## src/rtl/s_machine_exec_unit.sv

```systemverilog
`default_nettype none
// +----------------------------------------------------------------------------+
// | s_machine_exec_unit : multi-cycle ALU / shifter / multiplier responding to  |
// |   the controller's start/done handshake. Optional MUL datapath: EXEC_MUL_EN |
// | Revision: 1.0                                                               |
// +----------------------------------------------------------------------------+
module s_machine_exec_unit #(
    parameter int WIDTH = 16
) (
    input  logic             clk,
    input  logic             rst,
    input  logic             start,
    input  logic [2:0]       op,
    input  logic [WIDTH-1:0] a,
    input  logic [WIDTH-1:0] b,
    output logic             done,
    output logic [WIDTH-1:0] result,
    output logic [WIDTH-1:0] result_hi,
    output logic             zero,
    output logic             carry,
    output logic             err
);
    localparam int SW = $clog2(WIDTH);
    localparam int CW = $clog2(WIDTH + 1);

    localparam logic [2:0] c_OP_ADD = 3'b000;
    localparam logic [2:0] c_OP_SUB = 3'b001;
    localparam logic [2:0] c_OP_AND = 3'b010;
    localparam logic [2:0] c_OP_OR  = 3'b011;
    localparam logic [2:0] c_OP_XOR = 3'b100;
    localparam logic [2:0] c_OP_SHL = 3'b101;
    localparam logic [2:0] c_OP_SHR = 3'b110;
    localparam logic [2:0] c_OP_MUL = 3'b111;

    // IDLE is encoded as 1 so that done is the state flop itself.
    typedef enum logic [0:0] {
        S_RUN  = 1'b0,
        S_IDLE = 1'b1
    } state_t;

    state_t          r_state;
    state_t          w_state_next;
    logic            w_accept;
    logic            w_finish;

    logic [2:0]      r_op;
    logic [WIDTH-1:0] r_a;
    logic [WIDTH-1:0] r_b;
    logic [CW-1:0]   r_cnt;
    logic [CW-1:0]   w_cnt_load;

    logic [WIDTH:0]   w_sum;
    logic [WIDTH:0]   w_diff;
    logic [WIDTH-1:0] w_shift_next;
    logic [WIDTH-1:0] w_res_lo;
    logic [WIDTH-1:0] w_res_hi;
    logic             w_carry;
    logic             w_err;

`ifdef EXEC_MUL_EN
    // {partial product high, remaining multiplier bits}, shifted right each cycle.
    logic [2*WIDTH-1:0] r_acc;
    logic [WIDTH:0]     w_mul_sum;
    logic [2*WIDTH-1:0] w_acc_next;

    assign w_mul_sum  = {1'b0, r_acc[2*WIDTH-1:WIDTH]} + (r_acc[0] ? {1'b0, r_a} : '0);
    assign w_acc_next = {w_mul_sum, r_acc[WIDTH-1:1]};
`endif

    assign done = r_state;

    always_ff @(posedge clk or posedge rst) begin
        if (rst) begin
            r_state <= S_IDLE;
        end else begin
            r_state <= w_state_next;
        end
    end

    always_comb begin
        w_state_next = r_state;
        w_accept     = 1'b0;
        w_finish     = 1'b0;
        case (r_state)
            S_IDLE: begin
                if (start) begin
                    w_state_next = S_RUN;
                    w_accept     = 1'b1;
                end
            end
            S_RUN: begin
                if (r_cnt == CW'(1)) begin
                    w_state_next = S_IDLE;
                    w_finish     = 1'b1;
                end
            end
            default: w_state_next = S_IDLE;
        endcase
    end

    always_comb begin
        w_cnt_load = CW'(1);
        case (op)
            c_OP_SHL, c_OP_SHR: begin
                if (b[SW-1:0] != '0) begin
                    w_cnt_load = CW'(b[SW-1:0]);
                end
            end
`ifdef EXEC_MUL_EN
            c_OP_MUL: w_cnt_load = CW'(WIDTH);
`endif
            default: w_cnt_load = CW'(1);
        endcase
    end

    assign w_sum  = {1'b0, r_a} + {1'b0, r_b};
    assign w_diff = {1'b0, r_a} - {1'b0, r_b};

    // Shift amount zero passes the operand through unchanged.
    always_comb begin
        w_shift_next = r_a;
        if (r_b[SW-1:0] != '0) begin
            if (r_op == c_OP_SHL) begin
                w_shift_next = {r_a[WIDTH-2:0], 1'b0};
            end else begin
                w_shift_next = {1'b0, r_a[WIDTH-1:1]};
            end
        end
    end

    always_comb begin
        w_res_lo = '0;
        w_res_hi = '0;
        w_carry  = 1'b0;
        w_err    = 1'b0;
        case (r_op)
            c_OP_ADD: begin
                w_res_lo = w_sum[WIDTH-1:0];
                w_carry  = w_sum[WIDTH];
            end
            c_OP_SUB: begin
                w_res_lo = w_diff[WIDTH-1:0];
                w_carry  = w_diff[WIDTH];
            end
            c_OP_AND: w_res_lo = r_a & r_b;
            c_OP_OR:  w_res_lo = r_a | r_b;
            c_OP_XOR: w_res_lo = r_a ^ r_b;
            c_OP_SHL, c_OP_SHR: w_res_lo = w_shift_next;
            c_OP_MUL: begin
`ifdef EXEC_MUL_EN
                w_res_lo = w_acc_next[WIDTH-1:0];
                w_res_hi = w_acc_next[2*WIDTH-1:WIDTH];
                w_carry  = (w_acc_next[2*WIDTH-1:WIDTH] != '0);
`else
                w_err    = 1'b1;
`endif
            end
            default: w_err = 1'b1;
        endcase
    end

    always_ff @(posedge clk or posedge rst) begin
        if (rst) begin
            r_op      <= '0;
            r_a       <= '0;
            r_b       <= '0;
            r_cnt     <= '0;
`ifdef EXEC_MUL_EN
            r_acc     <= '0;
`endif
            result    <= '0;
            result_hi <= '0;
            zero      <= 1'b1;
            carry     <= 1'b0;
            err       <= 1'b0;
        end else if (w_accept) begin
            r_op  <= op;
            r_a   <= a;
            r_b   <= b;
            r_cnt <= w_cnt_load;
`ifdef EXEC_MUL_EN
            r_acc <= {{WIDTH{1'b0}}, b};
`endif
        end else if (r_state == S_RUN) begin
            r_cnt <= r_cnt - CW'(1);
            if (r_op == c_OP_SHL || r_op == c_OP_SHR) begin
                r_a <= w_shift_next;
            end
`ifdef EXEC_MUL_EN
            if (r_op == c_OP_MUL) begin
                r_acc <= w_acc_next;
            end
`endif
            if (w_finish) begin
                result    <= w_res_lo;
                result_hi <= w_res_hi;
                zero      <= (w_res_lo == '0);
                carry     <= w_carry;
                err       <= w_err;
            end
        end
    end

endmodule
`default_nettype wire
```

## config.mk

```make
export PLATFORM = sky130hd
export DESIGN_NAME = s_machine_exec_unit
export DESIGN_NICKNAME = d
export VERILOG_FILES = /design/src/rtl/s_machine_exec_unit.sv
export SDC_FILE = /design/constraint.sdc
export NUM_CORES = 1
export LEC_CHECK = 0
export ABC_AREA = 0
export CORE_ASPECT_RATIO = 0.8
export CORE_MARGIN = 1
export CORE_UTILIZATION = 57
export DETAILED_ROUTE_END_ITERATION = 16
export GPL_TIMING_DRIVEN = 0
export PLACE_DENSITY_LB_ADDON = 0.3
export SYNTH_ARGS = -nofsm -noshare
export SYNTH_HDL_FRONTEND = slang
export SYNTH_SLANG_ARGS = --single-unit
```

## constraint.sdc

```tcl
create_clock -name clk -period 4.1 [get_ports clk]
set_clock_uncertainty 0.05 [all_clocks]
set_input_delay 0.82 -clock clk [delete_from_list [all_inputs] [get_ports clk]]
set_output_delay 0.82 -clock clk [all_outputs]
set_load 0.02 [all_outputs]
```

==> qor.csv <==
metric;value;unit
cp.required;4.31;ns
num-nets-final;910;
setup_viol;0;
slew_violations;0;
hp-start;result[10];
syn-cell-area;5650;um2
wl_per_cell;20.5;um
core;9650;um2
area_growth;20.5;%
min_path_cells;2;
fmax;268;MHz
synthFlopType;dfrtp_1;
holdPathEnd;result[10];
ys_seq_area_share;26.6;%
r2r_slack;0.37;ns
syn_inst;735;
ff_latch_area;1500;um2
htreeDepth;3;
num_io_pins;74;
fin_crit_sh;91.0;%
start_util;58.5;%
cts-buffers-inserted;9;
grt_usage;39.4;%
antenna_found_initial;0;
cp-end-kind;flip-flop;
holdBufCountCts;0;
die_area;10300;um2
cts_sinks;60;
hp-class;reg2reg;
dp_hpwl;14800;um
overflow;0;
yosys_warnings;0;
synth_enable_flop_cells;0;
route.detailed.drc;0;
grt_pass1_vias;5616;
cp.arrival;3.94;ns
routed_wl;19700;um
hold_viol_final;0;
drt.antenna.violating_nets;0;
die_h;91.0;um
postCtsSetupRepairBufs;0;
path_class;reg2reg;
period_needed;3.73;ns
cts_buffer_depth;2;
synth_top_cell_area_share;25.7;%
multi_input_area;3660;um2
synth.avg_cell_area;7.68;um2
r2r_start;r_a[1];
grt_pass1_wl;30500;um
grt_max_degree;41;
root_buffer;clkbuf_16;
drt_iter0_drc;612;
die_w;113;um
setup_tns;0;ns
r2r_end;zero;
tightest_slew;1.06;ns
max-cap-violations;0;
clkLatencyLatePin;0.35;ns
outcome;complete, no violations;
worstSetupStartpointType;flip-flop;
gp_congestion;0.964;
rows;32;
port_buffers;56;
clk_pin_slew;0.06;ns
drive_gt1_share;9.23;%
synth_async_sr_flop_share;100;%
synth_seq_cells;60;
num_vias;6035;
post-synth-top-area-cell;dfrtp_1;
netlist_top_cells_area;dfrtp_1 26%, ha_1 12%, o21ai_0 7.3%;
cts_tree;done;
crit_fanout;8;
relSlewSlack;28.7;%
firstDrtPassIters;5;
rr_worst_depth;11;
num_antenna_cells;0;
fillers;785;
synth.distinct_cells;74;
ctsResizeCount;0;
rsz0062_at_grt;false;
routed_via_density;6.29;
[worst max-delay path by stage]
stage	from	end	slack, ns
floorplan	r_a[2]	zero	1.19
global placement	rst	r_b[6]	0.65
detailed placement	r_a[1]	zero	0.52
CTS	r_a[2]	zero	0.48
global route	r_a[2]	zero	0.25
finish	r_a[1]	zero	0.37
[cell type report]
| cell class | instances | share of cell area, % |
|---|---|---|
| multi-input combinational | 573 | 53.9 |
| sequential | 60 | 22.1 |
| timing repair buffer | 57 | 8.53 |
| tap | 136 | 2.50 |
| inverter | 55 | 3.03 |
| clock inverter | 6 | 1.64 |
| clock buffer | 10 | 3.51 |
| buffer | 62 | 4.84 |
[per-stage QoR]
step                instance area, um2  std cells  util [%]  hold slack (ns)  setup WS (ns)
finish                            6810        959      70.5            0.434          0.368
floorplan                         5700        750         -            0.417           1.19
detailed placement                6450        943      66.9            0.425          0.516
global placement                  6430        942      66.7            0.419          0.646
global route                      6810        959      70.5            0.461          0.251
CTS                               6810        959      70.5            0.437          0.479
[critical path: stages (launching register included)]
cell and delay (ns):
dfrtp_1 0.54, inv_1 0.19, ha_1 0.39, nor2_1 0.09
o311a_1 0.36, o21a_1 0.23, xnor2_1 0.14, a211oi_1 0.63
o211ai_1 0.26, a2111oi_2 0.33, nand4_1 0.20, o31ai_2 0.25
[flip-flops by register name (all words and copies together), names as in the netlist]
name and cells:
done 1, r_op 3, r_a 16, carry 1, r_cnt 5, result 16, r_b 16, err 1
zero 1
[cells in the final DEF (no fill, tap or decap), types with 4 or more instances in the layout]
cell type / n
clkdlybuf4s50_1: 56
and3_1: 4
o31ai_1: 4
a211o_1: 5
o211ai_1: 12
buf_2: 13
o21ai_1: 4
a31oi_1: 12
nor2_1: 72
a21o_1: 5
nand3_1: 10
and2_1: 7
ha_1: 52
o21ai_0: 82
buf_4: 17
a221o_1: 6
dfrtp_1: 58
nand2_1: 92
xor2_1: 4
inv_1: 54
nor2b_1: 10
nand2b_1: 5
nor3_1: 10
clkbuf_16: 9
a211oi_1: 21
or2_2: 5
a21oi_1: 40
conb_1: 16
clkbuf_1: 28
a221oi_1: 5
o22ai_1: 8
xnor2_1: 7
mux2i_1: 11
nand4_1: 4
o21bai_1: 4
[per-layer routing]
layer  up-vias  wire (um)  track usage, %
met2       390       8600            59.8
met5         -          0               0
met1      2839       8180            53.1
li1       2722          -               -
met3        84       1980            7.94
met4         0        914            20.5
[cells in the mapped netlist (3+ instances only)]
cell type  number
and3_1          4
buf_2          13
xnor2_1         7
nand2b_1        5
o31a_1          3
mux2i_1        11
and2_1          7
a31oi_1        12
dfrtp_1        58
a211o_1         5
a211oi_1       21
a21o_1          5
o21ai_1         4
o21ai_0        82
o21bai_1        4
xor2_1          4
nor2_1         72
a221o_1         6
o211ai_1       12
a21oi_1        40
o22ai_1         8
nor3_1         10
clkbuf_1       28
buf_4          17
nand3_1        10
a211oi_2        3
nand2_1        92
ha_1           52
a22o_1          3
nor2b_1        10
nand4_1         4
inv_1          55
a221oi_1        5
or3_1           3
or2_2           5
o31ai_1         4
[cells by family after synthesis]
family	synth area share, %
AO/OA/AOI/OAI	27.4
AND/OR/NAND/NOR	19.7
buffers and inverters	9.48
flip-flops	26.6
adder cells (fa/ha/maj)	12.2
multiplexers	2.75
XOR/XNOR	1.71
other	0.0664
Power is not shown: default switching activity piles up to over one toggle a cycle in this logic, so the estimate is an artifact.
